`src/rtl/patient_record_queue.sv`:
```
// Two-FIFO record store fed by edge-detected write strobes; reads are served
// priority-first (Q before P) with one cycle of latency.
module patient_record_queue #(
  parameter int DEPTH  = 4,
  parameter int DATA_W = 8,
  parameter int CNT_W  = $clog2(DEPTH) + 1
) (
  input  logic              clock,
  input  logic              reset,
  input  logic              writeRegP,
  input  logic              writeRegQ,
  input  logic [DATA_W-1:0] data_in,
  input  logic              read_req,
  output logic [DATA_W-1:0] data_out,
  output logic              data_valid,
  output logic              read_src,
  output logic [CNT_W-1:0]  p_count,
  output logic [CNT_W-1:0]  q_count,
  output logic              p_full,
  output logic              q_full,
  output logic              overflow,
  output logic              underflow
);

  localparam int AW = $clog2(DEPTH);
  localparam logic [CNT_W-1:0] FULL_CNT = CNT_W'(DEPTH);

  logic [DATA_W-1:0] mem_p_q [DEPTH];
  logic [DATA_W-1:0] mem_q_q [DEPTH];

  logic [AW-1:0]     p_wptr_q, p_wptr_d, p_rptr_q, p_rptr_d;
  logic [AW-1:0]     q_wptr_q, q_wptr_d, q_rptr_q, q_rptr_d;
  logic [CNT_W-1:0]  p_count_q, p_count_d, q_count_q, q_count_d;
  logic [DATA_W-1:0] data_out_q, data_out_d;
  logic              data_valid_q, data_valid_d;
  logic              read_src_q, read_src_d;
  logic              overflow_q, overflow_d;
  logic              underflow_q, underflow_d;
  logic              prev_p_q, prev_q_q;

  logic wr_p, wr_q, p_full_now, q_full_now;
  logic acc_p, acc_q, pop_p, pop_q;

  // Fullness and emptiness are judged on the state before the edge, so a
  // same-edge pop never makes room for a write and a same-edge write never
  // satisfies a read.
  always_comb begin
    wr_p       = writeRegP & ~prev_p_q;
    wr_q       = writeRegQ & ~prev_q_q;
    p_full_now = (p_count_q == FULL_CNT);
    q_full_now = (q_count_q == FULL_CNT);

    acc_q = wr_q & ~q_full_now;
    acc_p = wr_p & ~wr_q & ~p_full_now;
    pop_q = read_req & (q_count_q != '0);
    pop_p = read_req & (q_count_q == '0) & (p_count_q != '0);

    p_wptr_d     = acc_p ? p_wptr_q + AW'(1) : p_wptr_q;
    q_wptr_d     = acc_q ? q_wptr_q + AW'(1) : q_wptr_q;
    p_rptr_d     = pop_p ? p_rptr_q + AW'(1) : p_rptr_q;
    q_rptr_d     = pop_q ? q_rptr_q + AW'(1) : q_rptr_q;
    p_count_d    = p_count_q + CNT_W'(acc_p) - CNT_W'(pop_p);
    q_count_d    = q_count_q + CNT_W'(acc_q) - CNT_W'(pop_q);

    data_out_d   = data_out_q;
    read_src_d   = read_src_q;
    data_valid_d = pop_p | pop_q;
    underflow_d  = read_req & (q_count_q == '0) & (p_count_q == '0);
    if (pop_q) begin
      data_out_d = mem_q_q[q_rptr_q];
      read_src_d = 1'b1;
    end else if (pop_p) begin
      data_out_d = mem_p_q[p_rptr_q];
      read_src_d = 1'b0;
    end

    overflow_d = overflow_q | (wr_p & wr_q) | (wr_q & q_full_now) |
                 (wr_p & ~wr_q & p_full_now);
  end

  always_ff @(posedge clock or posedge reset) begin
    if (reset) begin
      p_wptr_q     <= '0;
      p_rptr_q     <= '0;
      q_wptr_q     <= '0;
      q_rptr_q     <= '0;
      p_count_q    <= '0;
      q_count_q    <= '0;
      data_out_q   <= '0;
      data_valid_q <= 1'b0;
      read_src_q   <= 1'b0;
      overflow_q   <= 1'b0;
      underflow_q  <= 1'b0;
      prev_p_q     <= 1'b0;
      prev_q_q     <= 1'b0;
    end else begin
      p_wptr_q     <= p_wptr_d;
      p_rptr_q     <= p_rptr_d;
      q_wptr_q     <= q_wptr_d;
      q_rptr_q     <= q_rptr_d;
      p_count_q    <= p_count_d;
      q_count_q    <= q_count_d;
      data_out_q   <= data_out_d;
      data_valid_q <= data_valid_d;
      read_src_q   <= read_src_d;
      overflow_q   <= overflow_d;
      underflow_q  <= underflow_d;
      prev_p_q     <= writeRegP;
      prev_q_q     <= writeRegQ;
    end
  end

  // Record storage is deliberately left out of reset.
  always_ff @(posedge clock) begin
    if (acc_p) mem_p_q[p_wptr_q] <= data_in;
    if (acc_q) mem_q_q[q_wptr_q] <= data_in;
  end

  assign data_out   = data_out_q;
  assign data_valid = data_valid_q;
  assign read_src   = read_src_q;
  assign p_count    = p_count_q;
  assign q_count    = q_count_q;
  assign p_full     = p_full_now;
  assign q_full     = q_full_now;
  assign overflow   = overflow_q;
  assign underflow  = underflow_q;

endmodule
```
`config.mk`:
```
export PLATFORM = sky130hd
export DESIGN_NAME = patient_record_queue
export DESIGN_NICKNAME = d
export VERILOG_FILES = /design/src/rtl/patient_record_queue.sv
export SDC_FILE = /design/constraint.sdc
export NUM_CORES = 1
export LEC_CHECK = 0
export CORE_MARGIN = 4
export CORE_UTILIZATION = 51
export DETAILED_ROUTE_END_ITERATION = 8
export GPL_ROUTABILITY_DRIVEN = 0
export GPL_TIMING_DRIVEN = 1
export PLACE_DENSITY = 0.8
export SYNTH_ARGS = -nofsm -noshare
export SYNTH_HDL_FRONTEND = slang
export SYNTH_SLANG_ARGS = --single-unit
```
`constraint.sdc`:
```
create_clock -name clock -period 2.3 [get_ports clock]
set_input_delay 0.345 -clock clock [delete_from_list [all_inputs] [get_ports clock]]
set_output_delay 0.345 -clock clock [all_outputs]
set_load 0.005 [all_outputs]
```
* Yosys cells after proc, flatten, opt, wreduce, memory -nomap -nowiden
Memories as Yosys holds them, arrays and structs flattened. Cells that the tools add are included. W data, S select, Z words.
Storage, ports and cells: bits of input ports 13, output and inout port bits 20, latch bits 0, register bits 28, ROM bits 0, memories 2, RAM bits 64
Memory list:
- mem_p_q | depth 4, bits a word 8, rd ports 1, clocked after Yosys merged registers in 0, write ports 1, RTL line 28 | logic [DATA_W-1:0] mem_p_q [DEPTH];
- mem_q_q | depth 4, bits a word 8, rd ports 1, clocked after Yosys merged registers in 0, write ports 1, RTL line 29 | logic [DATA_W-1:0] mem_q_q [DEPTH];
Operators by class: $add $sub $neg 8, div/mod/pow operators 0, mux-type cells 8, $mul 0, eq/ne operators 2, magnitude comparators 0, reductions and logical operators 5, bitwise gates (word level) 21, shift-type cells 0
Operator list (number):
- $mux W8 | 2
- $and A1 B1 Y1 | 12
- $add A2 B1 Y2 const B | 4
- $add A3 B1 Y3 | 2
- $eq A3 B3 Y1 const B | 2
- $logic_not A3 Y1 | 2
- $mux W1 | 6
- $reduce_bool A3 Y1 | 2
- $sub A3 B1 Y3 | 2
- $not A1 Y1 | 5
- $or A1 B1 Y1 | 4
- $reduce_bool A2 Y1 | 1

* Longest topological paths before layout
Gate-level depths: netlist of the first run.
word-level depth 7, depth in mapped cells 9, gate-level depth less buffers 8

* Least setup slack after synthesis of the first run
No wires, ideal clock.
path type register to register, from register p_count_q[1], in the netlist p_count[1], to register p_count_q[2], in the netlist p_count[2], period minus slack after synthesis 2.221 ns, library setup time 0.123 ns, cell stages (with the launch flop) 9, setup slack 0.079 ns, buffers on the path 1, data arrival time 2.098 ns, path through dfrtp_1 > or3_4 > and3_4 > buf_6 > ha_1 > inv_1 > ha_1 > fa_1 > xnor2_1
RTL lines:
- from (decl) | RTL line 33 | logic [CNT_W-1:0] p_count_q, p_count_d, q_count_q, q_count_d;
- from (signal assigned) | RTL line 101 | p_count_q <= p_count_d;
- $reduce_bool A3 Y1 | RTL line 56 | pop_p = read_req & (q_count_q == '0) & (p_count_q != '0);
- $and A1 B1 Y1 | RTL line 56
- net pop_p | RTL line 42 | logic acc_p, acc_q, pop_p, pop_q;
- $sub A3 B1 Y3 | RTL line 62 | p_count_d = p_count_q + CNT_W'(acc_p) - CNT_W'(pop_p);
- net p_count_d[2] | RTL line 33
The timed path passes the listed nets, and every way through them passes these cells. A chain may end at the register's enable or synchronous reset.

* Final worst setup path of the first run
from register p_count_q[1], in the netlist p_count[1], to register p_count_q[2], in the netlist p_count[2]
On the way: longest elaborated chain between the ends 5
Ends and longest elaborated chain:
- $eq A3 B3 Y1 | RTL line 50 | p_full_now = (p_count_q == FULL_CNT);
- $not A1 Y1 | RTL line 54 | acc_p = wr_p & ~wr_q & ~p_full_now;
- $and A1 B1 Y1 | RTL line 54
- $add A3 B1 Y3 | RTL line 62
- $sub A3 B1 Y3 (*) | RTL line 62
- net p_count_d[2] | RTL line 33
The timed path passes the listed nets; every way through them passes the cells marked *.

==> flow_metrics.env, run 1 <==
export IMPL_htreeDepth=3
export IMPL_internal_power_uw=3560
export IMPL_p_sw_share_pct=28.5
export IMPL_yosysSeqAreaShare_pct=70.9
export IMPL_synth_edf_count=64
export IMPL_syn_nets=226
export IMPL_initial_core_util_pct=53.6
export IMPL_hold_ws_ns=0.359
export IMPL_ant_nets=0
export IMPL_synth_top_area_share_pct=51.9
export IMPL_drtIter0Drc=118
export IMPL_grt_pass1_wl_mm=10.4
export IMPL_die_y_um=93.2
export IMPL_pwr_share_clk_pct=21.7
export IMPL_yosys_warnings=0
export IMPL_dp_cells=337
export IMPL_end_kind="flop"
export IMPL_grt_overflow=0
export IMPL_rsz0062_at_grt="no"
export IMPL_netlist_area_mm2=0.00370
export IMPL_synthArstFlopShare_pct=30.4
export IMPL_tns_ns=0
export IMPL_clkTransAtPathRegs_ns=0.09
export IMPL_dp_hpwl_mm=4.41
export IMPL_fmax_ghz=0.452
export IMPL_synth_common_cells="edfxtp_1 (64), dfrtp_1 (28), mux4_2 (16)"
export IMPL_synth_area_leaders="edfxtp_1 (52%), dfrtp_1 (19%), mux4_2 (9.7%), ha_1 (3.7%), a221o_1 (2.2%)"
export IMPL_grt_pass1_vias=1988
export IMPL_start_kind="flop"
export IMPL_avgViaCountPerCell=5.29
export IMPL_avgSynthCellArea_um2=18.5
export IMPL_status="finished clean"
export IMPL_skew_ns=0.00649
export IMPL_maxCapViolCount=0
export IMPL_cts_buffers=9
export IMPL_worst_ep_required_time_ns=2.54
export IMPL_p_comb_share_pct=30.1
export IMPL_dieWidth_um=93.2
export IMPL_period_needed_ns=2.21
export IMPL_dpl_instance_area_mm2=0.00422
export IMPL_drv_slew=0
export IMPL_antenna_found_initial=0
export IMPL_peakVddDrop_mv=0.377
export IMPL_period_share_pct=96.2
export IMPL_final_core_util_pct=64.0
export IMPL_hold_violations=0
export IMPL_ys_flop_type="edfxtp_1"
export IMPL_clk_latency_ns=0.35
export IMPL_path_class="reg -> reg"
export IMPL_syn2layout_area_growth_pct=19.5
export IMPL_vias=1866
export IMPL_arrival_ns=2.46
export IMPL_r2r_start="p_count[1]"
export IMPL_drc_errors=0
export IMPL_cts_sinks=92
export IMPL_nets=278
export IMPL_synth_seq_cells=92
export IMPL_yosysMostFrequentCell="edfxtp_1"
export IMPL_worstMarginPinSlew_ns=0.561
export IMPL_postLayoutCellArea_mm2=0.00442
export IMPL_grt_max_degree=29
export IMPL_cts_root_buf="clkbuf_8"
export IMPL_first_pass_iters=4
export IMPL_synth_cell_types=33
export IMPL_grt_use_total_pct=16.2
export IMPL_slew_headroom_pct=62.6
export IMPL_port_buffer_count=32
export IMPL_postSynthCellCount=200
export IMPL_critPathLaunch="p_count[1]"
export IMPL_power_leakage_uw=0.00166
export IMPL_holdCritPathClass="in -> async"
export IMPL_setup_viol=0
export IMPL_yosysTopAreaCell="edfxtp_1"
export IMPL_switchingPower_uw=1420
export IMPL_cp_max_fo=5
export IMPL_routed_wl_mm=6.29
export IMPL_coreArea_mm2=0.00691
export IMPL_layoutNonFillerInstCount=353
export IMPL_layout_drive_gt1_share_pct=21.4
export IMPL_num_io_pins=33
export IMPL_reg2regPathDepth=7
export IMPL_powerDensity_mw_per_mm2=1130
export IMPL_die_area_mm2=0.00868
export IMPL_post_drt_wl_per_cell_um=17.8
export IMPL_num_rows=30
export IMPL_cts_path_max_buffers=2
export IMPL_power_frac_seq_pct=48.1
export IMPL_cts_tree="yes"
export IMPL_n_antenna_cell=0
power by group through the flow:
stage          sequential (uW)  combinational [uW]  clock [uW]
2_1_floorplan             2300                1010           0
3_3_place_gp              2430                1460           0
3_5_place_dp              2440                1520           0
4_1_cts                   2400                1530        1100
5_1_grt                   2450                1650        1180
6_report                  2400                1500        1080
flip-flops by register name, indices dropped and copies added (netlist names), 2 cells and up:
| register | cells |
|---|---|
| p_wptr_q | 2 |
| q_rptr_q | 2 |
| q_count | 3 |
| mem_q_q | 32 |
| q_wptr_q | 2 |
| mem_p_q | 32 |
| p_count | 3 |
| data_out | 8 |
| p_rptr_q | 2 |
stage by stage:
stage,total power [uW],setup slack (ns)
after floorplan,3310,0.0790
after global placement,3890,-0.0791
after detailed placement,3960,-0.116
after CTS,5040,0.0767
after global routing,5280,0.000647
final,4980,0.0872
critical path, cell delays in order (launching register included):
cell and delay, ns:
dfrtp_1 0.44, or3_4 0.45, and3_4 0.20, ha_1 0.27, inv_1 0.04, ha_1 0.18
fa_1 0.38, xnor2_1 0.13
placed cells by master, fill, tap and decap left out, types with 2 or more instances in the layout:
| cell type | instances |
|---|---|
| xor2_1 | 3 |
| nor2b_1 | 3 |
| and3_1 | 8 |
| inv_1 | 12 |
| clkbuf_8 | 10 |
| dfrtp_1 | 27 |
| ha_1 | 11 |
| edfxtp_1 | 64 |
| clkdlybuf4s50_1 | 32 |
| nand2_1 | 3 |
| nor3b_1 | 2 |
| nor2_1 | 3 |
| mux4_2 | 16 |
| buf_4 | 17 |
| and2_1 | 8 |
| fa_1 | 2 |
| a221o_1 | 8 |
| xnor2_1 | 8 |
path summary, 6_finish.rpt:
check | slack (ns) | end
max in group asynchronous | 1.64 | q_count[1]
hold / removal | 0.36 | data_valid
min in group clock | 0.46 | prev_p_q
hold reg to reg | 0.51 | overflow
setup / recovery | 0.09 | p_count[2]
setup reg to reg | 0.09 | p_count[2]
layer usage:
layer	global-route usage, %	wire (um)	up-vias
met5	0	0	-
met2	25.9	3090	57
met3	3.38	393	5
li1	-	-	862
met1	21.7	2730	942
met4	6.96	77	0
cell families (layout without fill, tap and decap cells):
family,count (synthesis),in the layout,share of synthesized area [%]
buf+inv,20,77,2.50
flops,92,92,70.9
compound gates,12,12,2.98
fa+ha+maj,13,13,4.80
mux,18,18,10.3
simple gates,34,34,5.88
xor+xnor,11,11,2.60
layout make-up:
type / instances / area (um^2)
timing repair buffer: 49 / 448
clock inverter: 5 / 60.1
multi-input combinational: 88 / 985
clock buffer: 11 / 141
inverter: 12 / 45.0
sequential: 92 / 2620
fill: 495 / 2480
tap: 96 / 120
repair_timing:
action                                  in CTS  in global routing
buffers inserted                             0                  0
hold buffers                                 0                  0
gates resized for setup                      0                  1
endpoints found under the setup margin       0                  1
No activity file was read; power rests on OpenSTA's default activity.
==> run 2: changes to the inputs <==
- ABC_AREA: default -> 1
- CORE_UTILIZATION: 51 -> 52
==> run 2 against run 1 <==
Hold slack gained 0.0092 ns. Largest power group unchanged. Fmax grew 4.2%. Critical path type is now reg -> out. First-iteration DRC count grew 58%. Synthesized cell count grew 96%. Sequential share of layout area shrank 4.8 points. Total power grew 12%. Flip-flop and latch count is the same. Final cell count grew 54%. Critical path depth shrank 4.
==> flow_metrics.env, run 2 <==
export IMPL_post_drt_wl_per_cell_um=14.1
export IMPL_port_buffer_count=32
export IMPL_dp_slack_ns=-0.0429
export IMPL_syn_nets=417
export IMPL_grt_use_total_pct=19.0
export IMPL_period_needed_ns=2.12
export IMPL_htreeDepth=3
export IMPL_tns_ns=0
export IMPL_crit_buf_inv=1
export IMPL_dp_cells=526
export IMPL_ys_flop_type="edfxtp_1"
export IMPL_maxCapViolCount=0
export IMPL_holdCritPathClass="in -> async"
export IMPL_clkTransAtPathRegs_ns=0.09
export IMPL_final_common_cell="nand2_1"
export IMPL_num_rows=31
export IMPL_die_y_um=96.4
export IMPL_start_kind="flop"
export IMPL_drtIter0Drc=187
export IMPL_grt_pass1_wl_mm=13.2
export IMPL_synthAdderAreaFrac_pct=4.38
export IMPL_syn2layout_area_growth_pct=18.4
export IMPL_slew_headroom_pct=53.9
export IMPL_grt_max_degree=29
export IMPL_yosysTopAreaCell="edfxtp_1"
export IMPL_ctsHoldBuffers=0
export IMPL_fmax_ghz=0.471
export IMPL_dieWidth_um=96.4
export IMPL_finalPower_uw=5570
export IMPL_worstMarginPinSlew_ns=0.688
export IMPL_cp_max_fo=5
export IMPL_muxShareOfSynthArea_pct=0
export IMPL_dp_hpwl_mm=5.38
export IMPL_postLayoutCellArea_mm2=0.00481
export IMPL_synth_xor_area_share_pct=1.29
export IMPL_postSynthCellCount=391
export IMPL_cts_buffers=9
export IMPL_routed_wl_mm=7.65
export IMPL_skew_ns=0.00773
export IMPL_peakVddDrop_mv=0.444
export IMPL_synth_edf_count=64
export IMPL_cts_path_max_buffers=2
export IMPL_hold_violations=0
export IMPL_cts_resized=0
export IMPL_synth_cell_types=26
export IMPL_path_cells="or2_1 -> nor2_4 -> clkdlybuf4s50_1"
export IMPL_yosysSeqAreaShare_pct=64.6
export IMPL_synth_common_cells="nand2_1 (114), edfxtp_1 (64), inv_1 (59)"
export IMPL_layout_drive_gt1_share_pct=10.6
export IMPL_cts_root_buf="clkbuf_8"
export IMPL_dpl_instance_area_mm2=0.00454
export IMPL_cts_sinks=92
export IMPL_synth_area_leaders="edfxtp_1 (47%), dfrtp_1 (17%), nand2_1 (11%), inv_1 (5.5%), nand3_1 (4.6%)"
export IMPL_period_share_pct=92.3
export IMPL_clk_latency_ns=0.34
export IMPL_drv_slew=0
export IMPL_post_route_worst_setup_slack_ns=0.176
export IMPL_ant_nets=0
export IMPL_num_io_pins=33
export IMPL_path_class="reg -> out"
export IMPL_synth_compound_area_share_pct=2.03
export IMPL_initial_core_util_pct=54.8
export IMPL_yosysMostFrequentCell="nand2_1"
export IMPL_cts_tree="yes"
export IMPL_synth_simple_gate_area_share_pct=20.0
export IMPL_worst_ep_required_time_ns=1.96
export IMPL_n_antenna_cell=0
export IMPL_antenna_found_initial=0
export IMPL_drc_errors=0
export IMPL_nets=464
export IMPL_grt_overflow=0
export IMPL_die_area_mm2=0.00929
export IMPL_vias=2664
export IMPL_synth_top_area_share_pct=47.3
export IMPL_avgSynthCellArea_um2=10.4
export IMPL_setup_viol=0
export IMPL_critPathTopFamily="buffers and inverters"
export IMPL_power_leakage_uw=0.00215
export IMPL_netlist_area_mm2=0.00406
export IMPL_yosys_warnings=0
export IMPL_postCtsSetupBuffers=0
export IMPL_synth_top_family_by_area="simple AND/OR/NAND/NOR gates"
export IMPL_grt_pass1_vias=2744
export IMPL_rsz0062_at_grt="no"
export IMPL_end_kind="primary output"
export IMPL_first_pass_iters=4
export IMPL_powerDensity_mw_per_mm2=1160
export IMPL_coreArea_mm2=0.00741
export IMPL_arrival_ns=1.78
export IMPL_avgViaCountPerCell=4.92
export IMPL_cp_slowest_cell="clkdlybuf4s50_1"
export IMPL_synthArstFlopShare_pct=30.4
export IMPL_synth_seq_cells=92
export IMPL_layout_common_cells="nand2_1 (114), edfxtp_1 (64), inv_1 (59)"
export IMPL_layoutNonFillerInstCount=542
export IMPL_critPathMaxStageDelay_ns=0.52
export IMPL_status="finished clean"
run 2: routing by layer:
layer	track usage, %	up-vias	routed length, um
li1	-	1317	-
met4	8.29	0	169
met2	31.2	80	3750
met3	4.22	16	385
met1	24.2	1251	3340
met5	0	-	0
run 2: final cells by class:
class                   count  area, um^2
clock buffers              10         128
clock inverters             6         136
fillers                   533        2600
inverters                  70         263
multi-input cells         221        1120
flip-flops and latches     92        2620
well taps                  99         124
repair buffers             44         410
run 2: where the power goes:
part | internal, uW | switching (uW) | leakage, uW
Clock | 834 | 550 | 0.000127
Sequential | 2100 | 278 | 0.000904
Combinational | 772 | 1040 | 0.00112
run 2: logic make-up (layout without fill, tap and decap cells):
group | Yosys count | count (layout)
AOI/OAI and AO/OA | 11 | 11
xor gates and xnor gates | 6 | 6
adders and majority gates | 13 | 13
buffers and inverters | 78 | 130
and+or+nand+nor | 191 | 191
DFF | 92 | 92
run 2: path summary, 6_finish.rpt:
| check | start | to | slack [ns] | cells past startpoint |
|---|---|---|---|---|
| max in group asynchronous | reset | q_wptr_q[0] | 1.66 | 3 |
| max | q_count[1] | q_full | 0.18 | 3 |
| max reg2reg | p_count[0] | p_count[2] | 0.35 | 9 |
| min reg2reg | data_out[3] | data_out[3] | 0.48 | 2 |
| min in group clock | writeRegQ | prev_q_q | 0.46 | 1 |
| min | reset | prev_p_q | 0.37 | 3 |
run 2: through the flow:
step / hold WS, ns / utilization, %
after floorplan: 0.376 / -
after global placement: 0.462 / 61.3
after detailed placement: 0.462 / 61.3
after CTS: 0.366 / 64.9
after global routing: 0.391 / 64.9
final: 0.368 / 64.9
run 2: tightest hold or removal path: stages:
cell and delay (ns):
clkdlybuf4s50_1 0.40, inv_1 0.05, buf_4 0.33
==> run 3: changes to the inputs <==
- CORE_UTILIZATION: 52 -> 40
- PLACE_DENSITY: 0.8 -> 0.66
==> run 3 against run 2 <==
Worst setup slack improved by 0.013 ns. First-iteration DRC count fell by 9.6%. Non-clock buffer count rose by 4. Final area fell by 0.34%. Sequential power barely moved. Critical endpoint unchanged.
==> flow_metrics.env, run 3 (synthesized netlist as in run 2, its figures left out) <==
export IMPL_status="finished clean"
export IMPL_hold_violations=0
export IMPL_grt_use_total_pct=14.1
export IMPL_drv_slew=0
export IMPL_tns_ns=0
export IMPL_cts_resized=0
export IMPL_start_kind="flop"
export IMPL_wl_met2_mm=3.59
export IMPL_grt_max_degree=29
export IMPL_cts_tree="yes"
export IMPL_final_common_cell="nand2_1"
export IMPL_num_io_pins=33
export IMPL_cp_max_fo=5
export IMPL_hold_ws_ns=0.361
export IMPL_critPathTopFamily="buffers and inverters"
export IMPL_power_leakage_uw=0.00213
export IMPL_setup_viol=0
export IMPL_highest_layer="met4"
export IMPL_worst_ep_required_time_ns=1.96
export IMPL_powerDensity_mw_per_mm2=1070
export IMPL_clkTransAtPathRegs_ns=0.09
export IMPL_worstMarginPinSlew_ns=0.702
export IMPL_ctsHoldBuffers=0
export IMPL_first_pass_iters=4
export IMPL_path_class="reg -> out"
export IMPL_post_route_worst_setup_slack_ns=0.189
export IMPL_period_needed_ns=2.11
export IMPL_nets=468
export IMPL_antenna_found_initial=0
export IMPL_peakVddDrop_mv=0.428
export IMPL_grt_pass1_wl_mm=12.7
export IMPL_grt_pass1_vias=2704
export IMPL_cts_sinks=92
export IMPL_die_area_mm2=0.0118
export IMPL_holdCritPathClass="in -> async"
export IMPL_die_y_um=109
export IMPL_clk_latency_ns=0.35
export IMPL_syn2layout_area_growth_pct=18.0
export IMPL_maxCapViolCount=0
export IMPL_n_antenna_cell=0
export IMPL_postLayoutCellArea_mm2=0.00479
export IMPL_ant_nets=0
export IMPL_postCtsSetupBuffers=0
export IMPL_initial_core_util_pct=41.3
export IMPL_fmax_ghz=0.474
export IMPL_vias=2655
export IMPL_port_buffer_count=32
export IMPL_layout_common_cells="nand2_1 (114), edfxtp_1 (64), inv_1 (59)"
export IMPL_critPathMaxStageDelay_ns=0.52
export IMPL_drtIter0Drc=169
export IMPL_num_rows=36
export IMPL_drc_errors=0
export IMPL_slew_headroom_pct=53.0
export IMPL_post_drt_wl_per_cell_um=13.1
export IMPL_cts_buffers=9
export IMPL_crit_buf_inv=1
export IMPL_end_kind="primary output"
export IMPL_cts_root_buf="clkbuf_8"
export IMPL_rsz0062_at_grt="no"
export IMPL_htreeDepth=3
export IMPL_grt_overflow=0
export IMPL_finalPower_uw=5140
export IMPL_cp_slowest_cell="clkdlybuf4s50_1"
export IMPL_routed_wl_mm=7.61
export IMPL_dp_slack_ns=-0.0957
export IMPL_coreArea_mm2=0.00982
export IMPL_cts_path_max_buffers=2
export IMPL_period_share_pct=91.8
export IMPL_dpl_instance_area_mm2=0.00462
export IMPL_dp_hpwl_mm=5.46
export IMPL_arrival_ns=1.77
export IMPL_dieWidth_um=109
export IMPL_wl_met1_mm=3.46
export IMPL_skew_ns=0.0102
export IMPL_wl_met3_um=385
export IMPL_layout_drive_gt1_share_pct=11.4
export IMPL_nFillCells=937
export IMPL_path_cells="or2_1 -> nor2_4 -> clkdlybuf4s50_1"
export IMPL_avgViaCountPerCell=4.58
## run 3: changes by cell type in the layout (fill, tap and decap cells not counted)
cell / previous run / this run
clkinv_2: 0 / 1
clkinv_4: 1 / 2
inv_6: 0 / 2
buf_4: 12 / 16
bufinv_16: 4 / 0
## run 3: tightest hold or removal path, cell delays in order
cell,delay [ns]
clkdlybuf4s50_1,0.39
inv_1,0.05
buf_4,0.34
## run 3: area by class of cell
type	count	area [um^2]	share of cell area, %
Sequential cell	92	2620	54.7
Multi-Input combinational cell	221	1120	23.5
Timing Repair Buffer	48	440	9.19
Inverter	70	263	5.48
Tap cell	133	166	3.47
Clock buffer	10	128	2.66
Clock inverter	6	47.5	0.992
## run 3: through the flow
stage / cells / util (%)
after floorplan: 391 / -
after global placement: 564 / 47.0
after detailed placement: 564 / 47.0
after CTS: 580 / 48.8
after global routing: 580 / 48.8
final: 580 / 48.8
## run 3: layer usage
metal	track usage, %	vias to the layer above
li1	-	1324
met1	17.6	1254
met2	24.0	62
met3	3.37	15
met4	4.96	0
met5	0	-
## run 3: final timing paths
kind                            startpoint     endpoint  slack, ns  cells after the start
worst max register to register  q_count[1]   q_count[2]       0.34                      8
worst max-delay path            q_count[1]       q_full       0.19                      3
worst min-delay path                 reset   p_count[2]       0.36                      3
worst min register to register    overflow     overflow       0.49                      2
min in group clock               writeRegQ     prev_q_q       0.47                      1
max in group asynchronous            reset  data_out[5]       1.65                      3
## run 3: power by group
group / switching, uW / internal, uW
clock network: 561 / 403
logic: 1020 / 777
registers: 284 / 2100
total: 1870 / 3280
